$ cat src/rtl/program_loader_pkg.sv
// program_loader_pkg: shared loader states, word geometry and checksum width
package program_loader_pkg;
  typedef enum logic [2:0] {IDLE, HEADER, COLLECT, WRITE, CHECK, DONE, ERROR} state_t;
  localparam int BYTES_PER_WORD = 4;
  localparam int CSUM_W = 8;
endpackage

$ cat src/rtl/word_assembler.sv
// word_assembler: big-endian byte-to-word shift register with byte counter
module word_assembler
  import program_loader_pkg::*;
(
  input  logic        clk,
  input  logic        rst_n,
  input  logic        i_clear,
  input  logic        i_accept,
  input  logic [7:0]  i_byte,
  output logic [31:0] o_word,
  output logic        o_last
);
  localparam int CW = $clog2(BYTES_PER_WORD);
  logic [CW-1:0] r_cnt;
  logic [23:0]   r_sh;
  // o_word already includes the byte being accepted, so the top can latch it on the 4th byte
  assign o_word = {r_sh, i_byte};
  assign o_last = i_accept && (r_cnt == CW'(BYTES_PER_WORD - 1));
  // shift accepted bytes in from the bottom; counter wraps at each full word
  always_ff @(posedge clk or negedge rst_n)
    if (!rst_n) begin
      r_cnt <= '0;
      r_sh  <= '0;
    end else if (i_clear) begin
      r_cnt <= '0;
      r_sh  <= '0;
    end else if (i_accept) begin
      r_cnt <= r_cnt + 1'b1;
      r_sh  <= o_word[23:0];
    end
endmodule

$ cat src/rtl/program_loader.sv
// program_loader: streams header, instruction words and checksum into program memory
module program_loader
  import program_loader_pkg::*;
#(
  parameter int MEMORY_DEPTH = 32
) (
  input  logic        clk,
  input  logic        reset,
  input  logic        Start,
  input  logic [7:0]  ByteIn,
  input  logic        ByteValid,
  output logic        ByteReady,
  output logic        MemWrite,
  output logic [31:0] MemAddress,
  output logic [31:0] MemData,
  output logic        Loading,
  output logic        Done,
  output logic        Error
);
  localparam logic [31:0] DEPTH = 32'(MEMORY_DEPTH);
  state_t            r_state;
  logic [7:0]        r_count;
  logic [7:0]        r_index;
  logic [CSUM_W-1:0] r_csum;
  logic              w_accept;
  logic              w_clear;
  logic              w_last;
  logic [31:0]       w_word;
  logic [7:0]        w_index_nx;
  assign ByteReady  = r_state inside {HEADER, COLLECT, CHECK};
  assign Loading    = r_state inside {HEADER, COLLECT, WRITE, CHECK};
  assign w_accept   = ByteValid && ByteReady;
  assign w_clear    = Start && (r_state inside {IDLE, DONE, ERROR});
  assign w_index_nx = r_index + 8'd1;
  word_assembler u_asm (
    .clk      (clk),
    .rst_n    (reset),
    .i_clear  (w_clear),
    .i_accept (w_accept && r_state == COLLECT),
    .i_byte   (ByteIn),
    .o_word   (w_word),
    .o_last   (w_last)
  );
  // session FSM; memory port and status flags are registered here
  always_ff @(posedge clk or negedge reset)
    if (!reset) begin
      r_state    <= IDLE;
      r_count    <= '0;
      r_index    <= '0;
      r_csum     <= '0;
      MemWrite   <= 1'b0;
      MemAddress <= '0;
      MemData    <= '0;
      Done       <= 1'b0;
      Error      <= 1'b0;
    end else begin
      MemWrite <= 1'b0;
      case (r_state)
        IDLE, DONE, ERROR:
          if (Start) begin
            r_state <= HEADER;
            r_index <= '0;
            r_csum  <= '0;
            Done    <= 1'b0;
            Error   <= 1'b0;
          end
        HEADER:
          if (w_accept) begin
            r_count <= ByteIn;
            r_csum  <= ByteIn;
            if (ByteIn == 8'd0 || 32'(ByteIn) > DEPTH) begin
              r_state <= ERROR;
              Error   <= 1'b1;
            end else r_state <= COLLECT;
          end
        COLLECT:
          if (w_accept) begin
            r_csum <= r_csum ^ ByteIn;
            if (w_last) begin
              r_state    <= WRITE;
              MemWrite   <= 1'b1;
              MemData    <= w_word;
              MemAddress <= {22'd0, r_index, 2'b00};
            end
          end
        WRITE: begin
          r_index <= w_index_nx;
          r_state <= (w_index_nx < r_count) ? COLLECT : CHECK;
        end
        CHECK:
          if (w_accept) begin
            r_state <= (ByteIn == r_csum) ? DONE : ERROR;
            Done    <= (ByteIn == r_csum);
            Error   <= (ByteIn != r_csum);
          end
        default: r_state <= IDLE;
      endcase
    end
endmodule

$ cat config.mk
export PLATFORM = sky130hd
export DESIGN_NAME = program_loader
export DESIGN_NICKNAME = d
export VERILOG_FILES = /design/src/rtl/program_loader_pkg.sv /design/src/rtl/word_assembler.sv /design/src/rtl/program_loader.sv
export SDC_FILE = /design/constraint.sdc
export NUM_CORES = 1
export LEC_CHECK = 0
export CAP_MARGIN = 30
export CORE_ASPECT_RATIO = 1.4
export CORE_UTILIZATION = 53
export DETAILED_ROUTE_END_ITERATION = 8
export GPL_TIMING_DRIVEN = 0
export PLACE_DENSITY = 0.82
export SETUP_SLACK_MARGIN = 0.2
export SYNTH_ARGS = -nofsm -noshare
export SYNTH_HDL_FRONTEND = slang
export SYNTH_SLANG_ARGS = --single-unit
export TNS_END_PERCENT = 1
$ cat constraint.sdc
create_clock -name clk -period 3.1 [get_ports clk]
set_clock_uncertainty 0.05 [all_clocks]
set_input_delay 0.93 -clock clk [delete_from_list [all_inputs] [get_ports clk]]
set_output_delay 0.93 -clock clk [all_outputs]
set_load 0.01 [all_outputs]
==> results of run 1 <==
==> sequential cells by signal (all words and copies together) (netlist names) <==
name,count
MemData,32
u_asm.r_sh,24
MemAddress,8
r_count,8
r_csum,8
r_index,8
r_state,3
u_asm.r_cnt,2
Done,1
Error,1
MemWrite,1
==> per-stage QoR <==
stage               utilization  instances
CTS                      0.6743        654
floorplan                     -        478
detailed placement       0.6366        638
global placement         0.6337        637
global route             0.6746        654
finish                   0.6746        654
==> logic make-up after synthesis <==
group,count (synthesis),synth area share
AO/OA/AOI/OAI,92,0.1177
XOR/XNOR,16,0.03024
adder cells (fa/ha/maj),9,0.02431
buffers and inverters,61,0.07129
flip-flops,96,0.5185
multiplexers,46,0.1113
other,1,0.0008094
AND/OR/NAND/NOR,134,0.1258
==> report_power, final <==
group / internal, W / total, W / leakage (nW) / switching [W]
clock network: 0.000671 / 0.00114 / 0.149 / 0.000465
registers: 0.00161 / 0.00187 / 1.30 / 0.000262
logic: 0.000784 / 0.00181 / 1.29 / 0.00103
total: 0.00306 / 0.00482 / 2.73 / 0.00175
==> repair_timing <==
action	CTS	global route
gates resized for setup	6	1
endpoints found under the setup margin	2	42
hold buffers	0	0
==> how the worst min path moves through the flow <==
| stage | endpoint | slack [ns] |
|---|---|---|
| after global routing | MemData[6] | 0.46 |
| final | MemData[6] | 0.44 |
| after floorplan | MemData[21] | 0.43 |
| after detailed placement | MemData[6] | 0.43 |
| after global placement | MemData[6] | 0.43 |
| after CTS | MemData[6] | 0.45 |
==> metal layers <==
layer | GRT usage | up-vias | wire, um
met5 | 0 | - | 0
met4 | 0.1369 | 0 | 303
met3 | 0.05041 | 22 | 423
met2 | 0.4364 | 93 | 5640
met1 | 0.2982 | 1749 | 4032
li1 | - | 1697 | -
==> synth_stat cells (3+ instances only) <==
cell and instances:
sky130_fd_sc_hd__nor2_1 14, sky130_fd_sc_hd__buf_4 24, sky130_fd_sc_hd__buf_2 9, sky130_fd_sc_hd__dfrtp_1 96, sky130_fd_sc_hd__clkbuf_1 16, sky130_fd_sc_hd__o21ai_0 33
sky130_fd_sc_hd__xor2_1 12, sky130_fd_sc_hd__nand2_1 82, sky130_fd_sc_hd__xnor2_1 4, sky130_fd_sc_hd__nor2b_1 3, sky130_fd_sc_hd__inv_1 12, sky130_fd_sc_hd__ha_1 9
sky130_fd_sc_hd__nor3_1 11, sky130_fd_sc_hd__nand3_1 8, sky130_fd_sc_hd__a22o_1 8, sky130_fd_sc_hd__mux2_2 42, sky130_fd_sc_hd__and3_1 3, sky130_fd_sc_hd__a21oi_1 32
==> worst reg2reg max path: cells and delay by family, from the launching register on <==
family | cells | cell delay (ns)
xor+xnor | 1 | 0.23
simple gates | 4 | 0.69
compound gates | 4 | 0.78
flops | 1 | 0.45
fa+ha+maj | 1 | 0.31
==> final cells by class <==
type | count | area, sq um
Tap cell | 105 | 131.4
Timing Repair Buffer | 55 | 566.8
Multi-Input combinational cell | 321 | 1987
Inverter | 12 | 45.04
Clock inverter | 4 | 51.30
Sequential cell | 96 | 2402
Buffer | 49 | 299.0
Fill cell | 683 | 2769
Clock buffer | 12 | 256.5
==> reports/summary.md, run 1 <==
The height of the die is 112.6 um. In this run, synthesis inferred 0 flip-flops with an integrated enable. Post-route fraction of the period consumed by the critical path: 0.9443.

The number of search-and-repair iterations in the first detailed-routing pass was 4. The class of the tightest hold or removal check was register to register. The fraction of final layout cells with drive strength greater than 1 was 0.1785.

For this design, the slowest cell found on the critical path is sky130_fd_sc_hd__clkdlybuf4s50_1. The run gives 3635 as the via count of the first global-routing pass. The clock tree synthesis step divided the H-tree into 3 levels. Once the clock tree was built, the setup fixing pass inserted 0 buffers. The core region area was 8508 sq um; the worst setup margin was 0.1727 ns. For the headroom to the max-slew limit, the log shows 0.4309. TritonCTS built the clock tree.

The time the final worst path needs with I/O delays and setup works out to 2.927 ns. The number of buffer and inverter instances along the worst setup path is 1. The worst setup path is launched from a primary input. From left edge to right edge, the die measures 81.02 um. The most frequent standard cell in the layout excluding fill and tap cells was sky130_fd_sc_hd__dfrtp_1. The worst setup path is captured at a register.

Ranked by total cell area, the synthesized netlist is headed by sky130_fd_sc_hd__dfrtp_1 52%, sky130_fd_sc_hd__mux2_2 10%, sky130_fd_sc_hd__nand2_1 6.6%, sky130_fd_sc_hd__buf_4 3.9%, sky130_fd_sc_hd__o21ai_0 3.6%. The power density relative to cell area was 839.4 nW/um^2. The reg-to-reg endpoint was r_state[2].

The delay of the slowest critical-path stage came out at 0.60 ns. The clock transition at the register clock pins on the worst setup and hold paths after CTS works out to 0.06 ns. The fraction of registers with async set/reset is 1.000, and the slew at the pin closest to its max-slew limit is 0.8518 ns. The average size of a mapped cell works out to 10.18 sq um. During placement, the flow inserted port buffers numbering 54. The run gives 0 as the number of max-slew violations in the final report. The critical path is of the primary input to register type.

In the final design database the tool counted 565 nets. The design draws 0.004817 W. Counting distinct cell types in the post-synthesis netlist gives 46.

The total cell area at the placement stage is 5416 sq um. Dividing the detail-routed via count by the number of cells gives 5.445. The worst register-to-register path has a setup slack of 0.49 ns. The area growth from synthesis to layout is 23.87%.

After detailed routing, the total wire length is 10.40 mm. Share of the yosys chip area belonging to registers: 0.5185. The number of endpoints with negative hold slack in the final report came out at 0.

The hold path startpoint is MemData[6]. Most area-hungry cell type in the Yosys netlist: sky130_fd_sc_hd__dfrtp_1. The synthesized netlist occupies a cell area of 4633 sq um.

The total I/O pin count is 81, and the number of cell rows is 40. The logs give 96 for the number of clock sinks seen by CTS and 0.35 ns for the clock latency at the later pin of the worst-skew pair. In this run the clock root is driven by a sky130_fd_sc_hd__clkbuf_16. The placed wire-length estimate after detailed placement was 7.563 mm. The flow ran to the end, and the final reports show no timing, DRC or antenna violations. The cell depth of the worst flop-to-flop path is 10, and the detailed router's first-iteration violation count is 207. STA puts the critical path data required time at 3.31 ns. The highest clock rate was 0.3416 GHz.

In the layout the commonest cells are 96 x sky130_fd_sc_hd__dfrtp_1, 82 x sky130_fd_sc_hd__nand2_1, 51 x sky130_fd_sc_hd__clkdlybuf4s50_1, 42 x sky130_fd_sc_hd__mux2_2, 33 x sky130_fd_sc_hd__o21ai_0. Capture point of the worst path: Error. The logs give 3.13 ns for the arrival time reported for the critical path endpoint and 2.734 nW for the leakage power summed over all cells. The worst-path maximum fanout is 7. The critical path runs through a total of 6 cells.

The run gives 3561 as the via count. Traced cell by cell, the critical path runs through clkdlybuf4s50_1, or4_1, or3_1, a31oi_1, nor3_1, a211oi_1. For this run, the leading register cell type out of synthesis is sky130_fd_sc_hd__dfrtp_1. The depth of the worst hold-timing path is 1. The tools report the worst reg2reg path startpoint as r_index[0].

In this run, CTS created clock tree buffers numbering 9. Entering global routing, the biggest net connects 51 pins. The logs give 0 for the initial antenna violation count and 0 for the yosys synthesis warning count. Setup repair after global routing could not meet its margin everywhere. The die covers 9125 sq um.

After routing, the total negative slack on setup checks comes to 0 ns. The effective utilization at floorplan is 0.5446, and the cell area after layout is 5739 sq um. Once detail routing completed, the nets flagged for antenna violations numbered 0. Setup violations remaining at the end of the flow were counted as 0. For this run the aggregate overflow at the end of global routing stands at 0.

Average wire length per cell after detail routing: 15.90 um. The fraction of post-synthesis cell area in the top cell type by area works out to 0.5185. The tool flagged a number of max-cap violations equal to 0.

The most critical setup path has its startpoint at ByteIn[4]. The logs give 0.0005680 V for the maximum vdd drop and 0 for the DRC violation count after routing. Global-route usage over all layers: 0.2566.

The repair_antennas step left the layout with diodes totalling 0. The tightest hold path in the finished design has a slack of 0.4401 ns. Synthesis handed over a netlist of 455 instances. Family with the most delay on the worst path: simple AND/OR/NAND/NOR gates. The first global-routing pass estimated 17.49 mm of wire.

Counting along the longest clock path gives a buffer depth of 2. In this run, synthesis produced a sequential element count of 96. The congestion estimate from routability-driven global placement came to 0.9074. The post-placement setup slack was -0.1343 ns.
(Power assumes the default switching activity.)
==> inputs of run 2 (changes only) <==
==> constraint.sdc (replaced) <==
create_clock -name clk -period 3.1 [get_ports clk]
set_clock_uncertainty 0.05 [all_clocks]
set_input_delay 0.93 -clock clk [delete_from_list [all_inputs] [get_ports clk]]
set_output_delay 0.93 -clock clk [all_outputs]
set_load 0.02 [all_outputs]
==> reports/summary.md, run 2 (same netlist as run 1, synthesis figures left out) <==
Buffers inserted to repair hold after CTS numbered 0. The run gives 10.40 mm as the overall routed net length. The tools report the number of endpoints with negative hold slack in the final report as 0. Reg-to-reg endpoint: r_state[2]. The proportion of power drawn by flip-flops and latches was 0.383. The part of the total power dissipated in combinational logic was 0.384; the number of I/O port buffers was 54.

Max-cap violations in this run came to 0. The wire length of the first global-routing pass is 17.47 mm, and the via count of the first global-routing pass is 3625. The tools report the hold path startpoint as MemData[6].

The fraction of final layout cells with drive strength greater than 1 came out at 0.1803. By startpoint and endpoint, the worst setup path is classified as register to output port. The worst-case register-to-register setup slack was 0.45 ns; the post-route fraction of the period consumed by the critical path was 0.9154.

The worst register-to-register path begins at r_index[0]. VDD sags by at most 0.0005806 V. The tools report the die footprint as 9125 sq um. The post-placement setup slack was -0.1343 ns. The flow ran to the end, and the final reports show no timing, DRC or antenna violations. The worst-path maximum fanout came out at 10. The number of antenna diodes in the final layout is 0. For this run, design rule violations remaining after detail routing come to 0.

The proportion of power drawn by the clock network was 0.233; the average wire length per cell after detail routing was 15.90 um. The worst setup path is captured at an output port. The headroom to the max-slew limit was 0.4090; the die extent in x was 81.02 um. Global routing finished with a remaining overflow of 0. The depth of the worst hold-timing path was 1. At the later pin of the worst-skew pair, clock insertion delay measures 0.35 ns.

In this run the clock root is driven by a sky130_fd_sc_hd__clkbuf_16. Internal power comes to 0.003041 W. The count of endpoints failing setup in the final report is 0.

The slew at the pin closest to its max-slew limit was 0.8846 ns; the clock transition at the register clock pins on the worst setup and hold paths after CTS was 0.06 ns. The run gives 40 as the number of cell rows. The run gives 81 as the total I/O pin count. The path with the worst hold slack has its endpoint at MemData[6]. The logs give 0.5446 for the effective utilization at floorplan and 0.2563 for the global-route usage over all layers.

For the detailed router's first-iteration violation count, the log shows 183. In the layout the commonest cells are 96 x sky130_fd_sc_hd__dfrtp_1, 82 x sky130_fd_sc_hd__nand2_1, 51 x sky130_fd_sc_hd__clkdlybuf4s50_1, 42 x sky130_fd_sc_hd__mux2_2, 33 x sky130_fd_sc_hd__o21ai_0. The library cell used most frequently in the layout, excluding fill and tap cells, is sky130_fd_sc_hd__dfrtp_1. For the initial antenna violation count, the log shows 0. The highest clock rate was 0.3524 GHz. The CTS buffer count came out at 9. Setup slack closes at 0.2623 ns.

The pin count of the biggest net entering global routing is 51. No sink is reached through more buffers than the 2 on the longest clock path. The critical path starts at r_state[0]. Counting I/O delays and the setup requirement, the final critical path takes 2.838 ns. The H-tree generated during clock tree synthesis spans 3 levels. Detailed placement finished with a half-perimeter wire length of 7.563 mm. For this run, the detailed router's first-pass iteration total came to 5. The congestion estimate from routability-driven global placement came to 0.9074.

Summed over all cells, the static leakage comes to 2.719 nW. The register with the most flip-flops in the layout has 32 of them. In this run the worst hold path is classified as register to register. On the final layout, the worst hold slack is 0.4399 ns. STA puts the critical path data arrival time at 1.86 ns. Measured along the y axis, the die boundary spans 112.6 um. Setup repair after global routing could not meet its margin everywhere. The area added between synthesis and finish works out to 23.58%. The power density relative to cell area was 853.4 nW/um^2. The region available for standard cell placement spans 8508 sq um. The worst setup path is launched from a register. TritonCTS built the clock tree. The switching share of total power came out at 0.3776. Counting cells, the worst reg-to-reg path comes to 8.

The count of nets left with antenna violations once routing finished came out at 0. The routed layout has 3559 vias. In this run the power spent charging and discharging nets is 0.001845 W. At the worst endpoint, the required time is 2.12 ns. Register with the highest flop count: MemData. In the routed layout, each cell is associated on average with a via count of 5.442. For the number of clock sinks seen by CTS, the log shows 96.

For the number of max-slew violations in the final report, the log shows 0. In the final layout, the registers with the most flip-flops are MemData (32), u_asm.r_sh (24). For this run, the post-layout net count is 565.
-- run 2: cell count changes in the layout (fill, tap and decap cells not counted) --
| cell | previous run | this run |
|---|---|---|
| sky130_fd_sc_hd__a31oi_2 | 0 | 1 |
| sky130_fd_sc_hd__clkbuf_8 | 3 | 2 |
| sky130_fd_sc_hd__dlymetal6s2s_1 | 1 | 0 |
| sky130_fd_sc_hd__clkbuf_1 | 15 | 16 |
| sky130_fd_sc_hd__a31oi_1 | 2 | 1 |
| sky130_fd_sc_hd__clkbuf_2 | 0 | 2 |
| sky130_fd_sc_hd__clkbuf_4 | 1 | 0 |
-- run 2: timing repair --
| action | in CTS | in global routing |
|---|---|---|
| setup buffers | 0 | 0 |
| gates resized for setup | 3 | 4 |
| setup endpoints to repair | 2 | 42 |
-- run 2: worst max-delay path, cell delays in order (launching register included) --
cell and delay, ns:
sky130_fd_sc_hd__dfrtp_1 0.32, sky130_fd_sc_hd__buf_2 0.18, sky130_fd_sc_hd__nor2b_1 0.14, sky130_fd_sc_hd__buf_2 0.20, sky130_fd_sc_hd__nand2_1 0.12, sky130_fd_sc_hd__clkbuf_2 0.21
sky130_fd_sc_hd__o21ai_0 0.13, sky130_fd_sc_hd__clkbuf_2 0.21
-- run 2: cell type report --
cell class / instances / area, sq um
Clock inverter: 4 / 51.30
Sequential cell: 96 / 2402
Buffer: 49 / 286.5
Clock buffer: 12 / 256.5
Inverter: 12 / 45.04
Tap cell: 105 / 131.4
Timing Repair Buffer: 55 / 559.3
Fill cell: 688 / 2783
Multi-Input combinational cell: 321 / 1993
-- run 2: how the worst max path moves through the flow --
stage,to
final,Loading
after global routing,ByteReady
after CTS,Loading
after detailed placement,Error
after global placement,r_index[5]
after floorplan,Loading
-- run 2: routing by layer --
| metal | vias up | track usage | wire (um) |
|---|---|---|---|
| met5 | - | 0 | 0 |
| met4 | 0 | 0.1369 | 306 |
| met3 | 23 | 0.05041 | 453 |
| met2 | 102 | 0.4347 | 5646 |
| met1 | 1738 | 0.2988 | 3993 |
| li1 | 1696 | - | - |
-- run 2: through the flow --
stage / setup TNS (ns) / power (W) / cells / util / area, sq um
CTS: 0 / 0.004906 / 654 / 0.6726 / 5723
floorplan: 0 / 0.003118 / 478 / - / 4720
finish: 0 / 0.004886 / 654 / 0.6729 / 5725
global placement: -224.11 / 0.003698 / 637 / 0.6337 / 5391
global route: 0 / 0.005225 / 654 / 0.6729 / 5725
detailed placement: -0.1589 / 0.003774 / 638 / 0.6366 / 5416
-- run 2: power groups by stage --
stage | Sequential, W | Combinational [W] | Clock [W]
after floorplan | 0.00191 | 0.00121 | 0
after global placement | 0.00187 | 0.00183 | 0
after detailed placement | 0.00189 | 0.00189 | 0
after CTS | 0.00187 | 0.00188 | 0.00115
after global routing | 0.00192 | 0.00210 | 0.00121
final | 0.00187 | 0.00188 | 0.00114
